File: config.mk
export PLATFORM = sky130hd
export DESIGN_NAME = alu_pattern_engine
export DESIGN_NICKNAME = d
export VERILOG_FILES = /design/src/rtl/alu_pattern_engine.sv
export SDC_FILE = /design/constraint.sdc
export NUM_CORES = 1
export LEC_CHECK = 0
export ABC_AREA = 1
export CORE_UTILIZATION = 35
export CTS_BUF_LIST = sky130_fd_sc_hd__clkbuf_2 sky130_fd_sc_hd__clkbuf_4 sky130_fd_sc_hd__clkbuf_8
export DETAILED_ROUTE_END_ITERATION = 16
export GPL_TIMING_DRIVEN = 0
export REMOVE_ABC_BUFFERS = 1
export SYNTH_ARGS = -nofsm -noshare
export SYNTH_HDL_FRONTEND = slang
export SYNTH_SLANG_ARGS = --single-unit
File: constraint.sdc
create_clock -name clk -period 9.13 [get_ports clk]
set_input_delay 2.739 -clock clk [delete_from_list [all_inputs] [get_ports clk]]
set_output_delay 2.739 -clock clk [all_outputs]
set_load 0.005 [all_outputs]
File: src/rtl/alu_pattern_engine.sv
// alu_pattern_engine: pattern applier and response checker for the 2-bit alu core.
// Accepts one pattern at a time and fills its X bits. It drives the filled PI vector
// into the alu and waits SETTLE_CYC cycles. It then strobes zout against the captured
// expectation under the captured mask.
// Ports:
//   clk, rst                  clock (rising edge), synchronous active-high reset
//   pat_valid/pat_ready       pattern handshake
//   pat_pi, pat_pi_x          5-bit PI vector ([4:3]=ain, [2:1]=bin, [0]=sel) and X flags
//   pat_xpct, pat_mask        expected zout and per-bit compare mask
//   pat_last                  final pattern of the set
//   ain, bin, sel             registered drive into the alu
//   zout                      alu response
//   fail_pulse, fail_bits     miscompare pulse and masked difference of the last strobe
//   pat_cnt, fail_cnt         saturating pattern and failure counters
//   toggle_cnt                saturating sum of PI Hamming distances between applied vectors
//   done                      set by the pat_last strobe, cleared by the next accept
module alu_pattern_engine #(
   parameter int unsigned SETTLE_CYC = 2,
   parameter int unsigned FILL_MODE  = 2,
   parameter int unsigned CNT_W      = 16
) (
   input  logic             clk,
   input  logic             rst,
   input  logic             pat_valid,
   output logic             pat_ready,
   input  logic [4:0]       pat_pi,
   input  logic [4:0]       pat_pi_x,
   input  logic [1:0]       pat_xpct,
   input  logic [1:0]       pat_mask,
   input  logic             pat_last,
   output logic [1:0]       ain,
   output logic [1:0]       bin,
   output logic             sel,
   input  logic [1:0]       zout,
   output logic             fail_pulse,
   output logic [1:0]       fail_bits,
   output logic [CNT_W-1:0] pat_cnt,
   output logic [CNT_W-1:0] fail_cnt,
   output logic [CNT_W-1:0] toggle_cnt,
   output logic             done
);

   localparam int unsigned PI_W = 5;
   localparam int unsigned Z_W  = 2;
   localparam int unsigned SC_W = 8;
   localparam int unsigned TG_W = 3;
   localparam int unsigned SUM_W = CNT_W + TG_W;
   localparam logic [CNT_W-1:0] CNT_MAX = '1;

   typedef enum logic [1:0] {IDLE, APPLY, STROBE} state_t;

   state_t           state, state_d;
   logic [SC_W-1:0]  settle, settle_d;
   logic             accept, strobe, ready_d;
   logic [PI_W-1:0]  pi_q, filled;
   logic [Z_W-1:0]   xpct_q, mask_q, miss;
   logic             last_q;
   logic [TG_W-1:0]  tog_inc;

   // Saturating add; the sum is wide enough for any increment up to 7.
   function automatic logic [CNT_W-1:0] sat_add(input logic [CNT_W-1:0] a,
                                                input logic [TG_W-1:0] inc);
      logic [SUM_W-1:0] s;
      s = SUM_W'(a) + SUM_W'(inc);
      return (s > SUM_W'(CNT_MAX)) ? CNT_MAX : CNT_W'(s);
   endfunction

   // State register
   always_ff @(posedge clk) begin
      if (rst) begin
         state  <= IDLE;
         settle <= '0;
      end else begin
         state  <= state_d;
         settle <= settle_d;
      end
   end

   // Next state and handshake decode
   always_comb begin
      state_d  = state;
      settle_d = settle;
      accept   = 1'b0;
      strobe   = 1'b0;
      case (state)
         IDLE: begin
            if (pat_valid && pat_ready) begin
               accept   = 1'b1;
               state_d  = APPLY;
               settle_d = SC_W'(SETTLE_CYC - 1);
            end
         end
         APPLY: begin
            if (settle == '0) state_d  = STROBE;
            else              settle_d = settle - SC_W'(1);
         end
         STROBE: begin
            strobe  = 1'b1;
            state_d = IDLE;
         end
         default: state_d = IDLE;
      endcase
      ready_d = (state_d == IDLE);
   end

   // X fill against the currently applied vector
   always_comb begin
      filled = pat_pi;
      for (int i = 0; i < int'(PI_W); i++) begin
         if (pat_pi_x[i]) begin
            if (FILL_MODE == 0)      filled[i] = 1'b0;
            else if (FILL_MODE == 1) filled[i] = 1'b1;
            else                     filled[i] = pi_q[i];
         end
      end
   end

   // Hamming distance between the new and previously applied vector
   always_comb begin
      tog_inc = '0;
      for (int i = 0; i < int'(PI_W); i++) begin
         tog_inc = tog_inc + TG_W'(filled[i] ^ pi_q[i]);
      end
   end

   assign miss = (zout ^ xpct_q) & mask_q;

   // Pattern capture, strobe compare and statistics
   always_ff @(posedge clk) begin
      if (rst) begin
         pat_ready  <= 1'b0;
         pi_q       <= '0;
         xpct_q     <= '0;
         mask_q     <= '0;
         last_q     <= 1'b0;
         fail_pulse <= 1'b0;
         fail_bits  <= '0;
         pat_cnt    <= '0;
         fail_cnt   <= '0;
         toggle_cnt <= '0;
         done       <= 1'b0;
      end else begin
         pat_ready  <= ready_d;
         fail_pulse <= 1'b0;
         if (accept) begin
            pi_q       <= filled;
            xpct_q     <= pat_xpct;
            mask_q     <= pat_mask;
            last_q     <= pat_last;
            toggle_cnt <= sat_add(toggle_cnt, tog_inc);
            done       <= 1'b0;
         end
         if (strobe) begin
            pat_cnt   <= sat_add(pat_cnt, TG_W'(1));
            fail_bits <= miss;
            if (|miss) begin
               fail_cnt   <= sat_add(fail_cnt, TG_W'(1));
               fail_pulse <= 1'b1;
            end
            if (last_q) done <= 1'b1;
         end
      end
   end

   // The applied vector is held between patterns
   assign ain = pi_q[4:3];
   assign bin = pi_q[2:1];
   assign sel = pi_q[0];

endmodule

# Word level (Yosys, flattened, before mapping)
# Index checks and enable logic that the tools add are counted.
[totals]
in_bits = 20
output_inout_bits = 58
word_cells = 66
register_bits = 73
[op_classes]
n_mux = 21
eq_ne = 4
n_lt_le_gt_ge = 3
bitwise = 8
n_addsub = 8
reduce_logical = 9
[ops]
columns = ["cell", "count"]
rows = [
  ["17-bit by 16-bit greater-than comparator with 1-bit output (second input constant)", 3],
  ["16-bit 2-to-1 mux", 3],
  ["16-bit by 1-bit adder with 17-bit output (second input constant)", 2],
  ["16-bit by 3-bit adder with 17-bit output", 1],
  ["8-bit 2-to-1 mux", 2],
  ["8-bit case mux with 2 select lines", 1],
  ["1-bit 2-to-1 mux", 12],
  ["8-bit logical NOT", 1],
  ["8-bit by 1-bit subtractor with 8-bit output (second input constant)", 1],
  ["3-bit by 1-bit adder with 3-bit output", 2],
  ["1-bit bitwise XOR", 5],
  ["2-bit logical NOT", 2],
  ["2-bit 2-to-1 mux", 2],
  ["2-bit != test (second input constant)", 2],
  ["2-bit case mux with 2 select lines", 1],
  ["2-bit OR reduction", 2],
  ["2-bit by 1-bit adder with 3-bit output", 1],
  ["3-bit AND reduction", 1],
  ["1-bit by 1-bit adder with 2-bit output", 1],
  ["2-bit AND", 1],
  ["2-bit by 1-bit == test with 1-bit output (second input constant)", 1],
  ["2-bit == test (second input constant)", 1],
  ["2-bit AND reduction", 1],
  ["2-bit nonzero test", 1],
  ["other kinds (3)", 3],
]

# Logic depth before layout (Yosys ltp)
# Gate-level depths: netlist of run 1.
[depth]
depth_word = 9
depth_mapped = 17
mapped_depth_nobuf = 17

# Worst setup path after synthesis of run 1
# Ideal clock, no wire load.
[synth_timing]
path_type = "in2reg"
from = "in pat_pi_x[0]"
to = "reg toggle_cnt[0]"
arrival_time_ps = 5775
path_stages = 16
setup_slack_ps = 3240
path_buffers = 0
t_required_ps = 9015
setup_ps = 115
cell_sequence = "mux2_2 xor2_1 fa_1 fa_1 ha_1 fa_1 a21oi_1 inv_1 nand4_1 nor2_1 nand2_1 nor2_1 nor2_1 inv_1 o21ai_0 inv_1"
[synth_via]
elab_chain_len = 9
[synth_lines]
columns = ["element", "line_no", "rtl"]
rows = [
  ["from (decl)", "27", "input logic [4:0] pat_pi_x,"],
  ["1-bit 2-to-1 mux *", "110", "if (pat_pi_x[i]) begin"],
  ["1-bit bitwise XOR *", "122", "tog_inc = tog_inc + TG_W'(filled[i] ^ pi_q[i]);"],
  ["1-bit by 1-bit adder with 2-bit output *", "122", ""],
  ["2-bit by 1-bit adder with 3-bit output *", "122", ""],
  ["3-bit by 1-bit adder with 3-bit output * (2 in series)", "122", ""],
  ["16-bit by 3-bit adder with 17-bit output *", "64", "s = SUM_W'(a) + SUM_W'(inc);"],
  ["17-bit by 16-bit greater-than comparator with 1-bit output", "65", "return (s > SUM_W'(CNT_MAX)) ? CNT_MAX : CNT_W'(s);"],
  ["16-bit 2-to-1 mux *", "65", ""],
  ["to (signal assigned)", "150", "toggle_cnt <= sat_add(toggle_cnt, tog_inc);"],
  ["to (decl)", "39", "output logic [CNT_W-1:0] toggle_cnt,"],
]
# Every way passes the cells marked *; elsewhere a longest branch is shown, timed or not.
# A chain may end at the register's enable or synchronous reset.

# Worst setup path in the final report of run 1
# Ends and elaborated chain as after synthesis.

==> results.md, run 1 <==
* Remaining number of nets flagged by the antenna check after routing at 0
* Worst clock skew at roughly 0.0062 ns
* Power consumption at 0.7681 mW
* Buffer depth of the longest clock path at 2
* Power density over the cells at 136.6 nW/um2
* Kind of cell with the highest combined delay on the critical path: adder cells
* Yosys Warn Count at 0
* Achievable frequency at approximately 0.16 GHz
* Post-layout min period at roughly 6.4 ns
* Share of total power consumed by net switching at a little under a third
* Ant. Diodes at 0
* First-pass GRT wire length at 19.44 mm
* Worst setup slack after placement at between 2 and 2.5 ns
* Clk root buf: sky130_fd_sc_hd__clkbuf_8
* Buf+Inv Stages, Crit Path at 4
* Count of TritonRoute iterations in the first routing pass at 5
* Maximum fanout along the worst path at 6
* Hold_ws at between 0.4 and 0.5 ns
* P_leak at around 2.5 nW
* Die extent in x at between 100 and 150 um
* R2r worst-path depth at 17
* Area of the core region at 12,670 um2
* Proportion of synthesized chip area in sequential cells at about a third
* Worst stage delay on the critical path at just under 0.5 ns
* Resize count post-CTS at 0
* Post-synthesis to final-layout area growth at 23.15%
* Reported net switching power at ~0.23 mW
* Clock Sinks at 73
* CTS Buf Count at 9
* Fraction of registers with async set/reset at 0%
* Post-route DRC at 0
* Leading cell type by number of instances after synthesis: sky130_fd_sc_hd__nand2_1
* Vias in the first global route at 4,209
* Design internal power at 0.5361 mW
* Clock-pin slew reported for the worst setup and hold paths after clock tree synthesis at around 0.080 ns
* Setup repair after global routing missed its margin: false
* GR Overflow Total at 0
* Minimum setup slack in the final design at 2.776 ns
* Combinational share of power at between 20% and 30%
* Most instantiated flip-flop cell in the synthesis netlist: sky130_fd_sc_hd__dfxtp_1
* H-Tree Level Count at 3
* Wirelength, routed at 11.63 mm
* Cell taking the most area after synthesis: sky130_fd_sc_hd__dfxtp_1
* Cell area after technology mapping at between 4000 and 5000 um2
* CTS Hold Buffers Added at 0
* I/O pins at around 80
* Arr. time, crit path at about 6.6 ns
* Seq pwr share at 47.0%
* Critical path depth in cells at 17
* Global router's overall resource usage at a little under a fifth
* Register bit total from synthesis at 73
* Via count at 4,581
* Final number of setup-violating endpoints at 0
* VDD IR max at approximately 58 uV
* Pin count of the biggest net entering global routing at 37
* Die height at roughly 120 um
* Sum of negative setup slack at 0 ns
* Initial standard-cell utilization of the core at a little over a third
* EDFF count, synth at 0
* Ordered cell list for the critical path: clkdlybuf4s50_1 -> mux2_2 -> xor2_1 -> fa_1 -> fa_1 -> ha_1 -> fa_1 -> a21oi_1 -> inv_1 -> nand4_1 -> nor2_1 -> nand2_1 -> nor2_1 -> nor2_1 -> inv_1 -> o21ai_0 -> inv_1
* Most numerous cell types in the synthesized netlist: sky130_fd_sc_hd__nand2_1 (149), sky130_fd_sc_hd__inv_1 (101), sky130_fd_sc_hd__nor2_1 (87)
* Number of slew-limit violations in the final report at 0
* TritonCTS clock tree: yes
* Routability Congestion at between 0.8 and 0.9
* Number of cells produced by synthesis at just over 700
* Postcts setup bufs at 0
* Hold depth at 1
* Detail-routed via count per cell at approximately 4.8
* Data required time of the worst path at about 9.4 ns
* Worst Setup Path Type: primary input to flip-flop
* Setup crit start kind: primary input
* Iteration-0 DRC count of the detailed router at about 290
* Transition time at the pin with the least slew margin at ~0.98 ns
* Count of endpoints failing hold in the final timing report at 0
* Number of port buffers at 77
* Dpl hpwl at between 8 and 9 mm
* Synth top area share at between 30% and 40%
* Wire length per cell at between 10 and 15 um
* Period Utilization, post-route at 69.59%
* Worst setup EP type: flip-flop
* Layout net count at approximately 800
* Ratio of cells with drive above 1 in the final layout at 7.990%
* Worst-skew pair later-pin latency at roughly 0.36 ns
* Outcome: completed
* Die Area at 13,510 um2
* Initial antenna violation count at 0
* Max_slew headroom at between 30 and 40%
* Avg Inst Size Synth at approximately 6.5 um2
* Part of the power in the clock network at 32.4%
* Path class of the lowest-slack min-delay path: flip-flop to flip-flop
* Top cells by area, synth: sky130_fd_sc_hd__dfxtp_1 (32%), sky130_fd_sc_hd__nand2_1 (12%), sky130_fd_sc_hd__inv_1 (8.3%), sky130_fd_sc_hd__nor2_1 (7.2%), sky130_fd_sc_hd__nand3_1 (6.4%)
* MaxCap Viol Count at 0
* Unique masters post-synth at 41
* Placement row count at 41
* Standard cell with the maximum stage delay on the critical path: sky130_fd_sc_hd__fa_1
## metrics by stage
step | utilization [%] | std cells | area (um2)
6_report | 44.39 | 948 | 5624
5_1_grt | 44.39 | 948 | 5624
4_1_cts | 44.43 | 948 | 5629
3_5_place_dp | 42.97 | 933 | 5445
3_3_place_gp | 42.97 | 933 | 5445
2_1_floorplan | - | 684 | 4459
## placed cells by master (no fill, tap or decap), types with 2 or more instances in the layout
cell type	n
sky130_fd_sc_hd__nor2_2	10
sky130_fd_sc_hd__clkinv_2	3
sky130_fd_sc_hd__nor4_1	2
sky130_fd_sc_hd__and2_1	3
sky130_fd_sc_hd__fa_1	3
sky130_fd_sc_hd__mux2_2	3
sky130_fd_sc_hd__ha_1	9
sky130_fd_sc_hd__nand4_1	15
sky130_fd_sc_hd__nand2_2	5
sky130_fd_sc_hd__clkbuf_8	9
sky130_fd_sc_hd__nor2_4	3
sky130_fd_sc_hd__nand3_1	58
sky130_fd_sc_hd__nand3_2	7
sky130_fd_sc_hd__or2_2	4
sky130_fd_sc_hd__nor2_1	87
sky130_fd_sc_hd__inv_1	101
sky130_fd_sc_hd__a31oi_1	3
sky130_fd_sc_hd__dfxtp_1	73
sky130_fd_sc_hd__nand2_1	149
sky130_fd_sc_hd__o21bai_1	4
sky130_fd_sc_hd__clkinvlp_4	2
sky130_fd_sc_hd__o21ai_0	41
sky130_fd_sc_hd__xor2_1	13
sky130_fd_sc_hd__o211ai_1	2
sky130_fd_sc_hd__inv_2	9
sky130_fd_sc_hd__nor3_1	9
sky130_fd_sc_hd__clkdlybuf4s50_1	76
sky130_fd_sc_hd__o21ai_1	2
sky130_fd_sc_hd__a21oi_1	56
sky130_fd_sc_hd__xnor2_1	2
## metal layers
metal	part of all wire (%)	vias to the layer above	track usage (%)
met5	0	-	0
met4	2.9	0	9.915
met3	3.9	24	2.750
met2	45	109	29.23
met1	48	2058	23.39
li1	-	2390	-
## cell families after synthesis
family / count (synthesis) / synth area share, %
and+or+nand+nor: 357 / 35.95
buffers and inverters: 131 / 11.48
AOI/OAI and AO/OA: 113 / 13.18
DFF: 73 / 32.00
xor gates and xnor gates: 15 / 2.877
adders and majority gates: 12 / 3.781
muxes: 3 / 0.7397
## final cells by class
type	count	area, um2
Fill cell	1345	7047
Multi-Input combinational cell	500	2581
Sequential cell	73	1461
Timing Repair Buffer	77	765.7
Inverter	111	416.7
Tap cell	172	215.2
Clock buffer	9	123.9
Clock inverter	6	60.06
## power groups by stage
stage | sequential (mW) | clock (mW) | combinational (mW)
detailed placement | 0.368 | 0 | 0.159
CTS | 0.361 | 0.258 | 0.160
global route | 0.365 | 0.272 | 0.182
floorplan | 0.364 | 0 | 0.0986
global placement | 0.367 | 0 | 0.154
finish | 0.361 | 0.249 | 0.158
## flip-flops by register name, summed over array words and instances, names as in the netlist
signal	cells
pi_q	5
toggle_cnt	16
settle	8
fail_bits	2
done	1
xpct_q	2
pat_ready	1
mask_q	2
state	2
pat_cnt	16
last_q	1
fail_pulse	1
fail_cnt	16
## worst reg2reg max path: stages (launching register included)
cell                      delay, ns
sky130_fd_sc_hd__dfxtp_1       0.38
sky130_fd_sc_hd__inv_1         0.07
sky130_fd_sc_hd__a21oi_1       0.18
sky130_fd_sc_hd__xor2_1        0.20
sky130_fd_sc_hd__fa_1          0.46
sky130_fd_sc_hd__fa_1          0.49
sky130_fd_sc_hd__ha_1          0.24
sky130_fd_sc_hd__fa_1          0.41
sky130_fd_sc_hd__a21oi_1       0.14
sky130_fd_sc_hd__inv_1         0.06
sky130_fd_sc_hd__nand4_1       0.13
sky130_fd_sc_hd__nor2_1        0.08
sky130_fd_sc_hd__nand2_1       0.10
sky130_fd_sc_hd__nor2_1        0.08
sky130_fd_sc_hd__nor2_1        0.33
sky130_fd_sc_hd__inv_1         0.12
sky130_fd_sc_hd__o21ai_0       0.18
sky130_fd_sc_hd__inv_1         0.06
## worst paths after layout
path / start / slack, ns / endpoint
max: pat_pi_x[0] / 2.78 / toggle_cnt[0]$_SDFFE_PP0P_
min: settle[6]$_SDFFE_PP0P_ / 0.46 / settle[6]$_SDFFE_PP0P_
min reg2reg: settle[6]$_SDFFE_PP0P_ / 0.46 / settle[6]$_SDFFE_PP0P_
max reg2reg: pi_q[2]$_SDFFE_PP0P_ / 5.33 / toggle_cnt[0]$_SDFFE_PP0P_
Power figures use the tool's default switching activity.
==> run 2, diff against run 1 <==
clock period = 5.6 ns   (was 9.13 ns; I/O delays follow)
==> results of run 2 <==
The final DEF is identical to that of run 1. Status: completed.
Among the figures that moved: setup slack after placement 2.389 ns -> -0.08162 ns; setup slack after layout 2.776 ns -> 0.3051 ns; register-to-register setup slack 5.33 ns -> 1.80 ns; total power 0.7681 mW -> 1.252 mW; worst IR drop on VDD 58.09 uV -> 94.71 uV
==> run 3, diff against run 2 <==
CTS_BUF_LIST = sky130_fd_sc_hd__clkbuf_8   (was sky130_fd_sc_hd__clkbuf_2 sky130_fd_sc_hd__clkbuf_4 sky130_fd_sc_hd__clkbuf_8)
==> results of run 3 <==
The final DEF is identical to that of run 1. Status: completed.
Among the figures that moved: setup slack after placement 2.389 ns -> -0.08162 ns; setup slack after layout 2.776 ns -> 0.3051 ns; register-to-register setup slack 5.33 ns -> 1.80 ns; total power 0.7681 mW -> 1.252 mW; worst IR drop on VDD 58.09 uV -> 94.71 uV
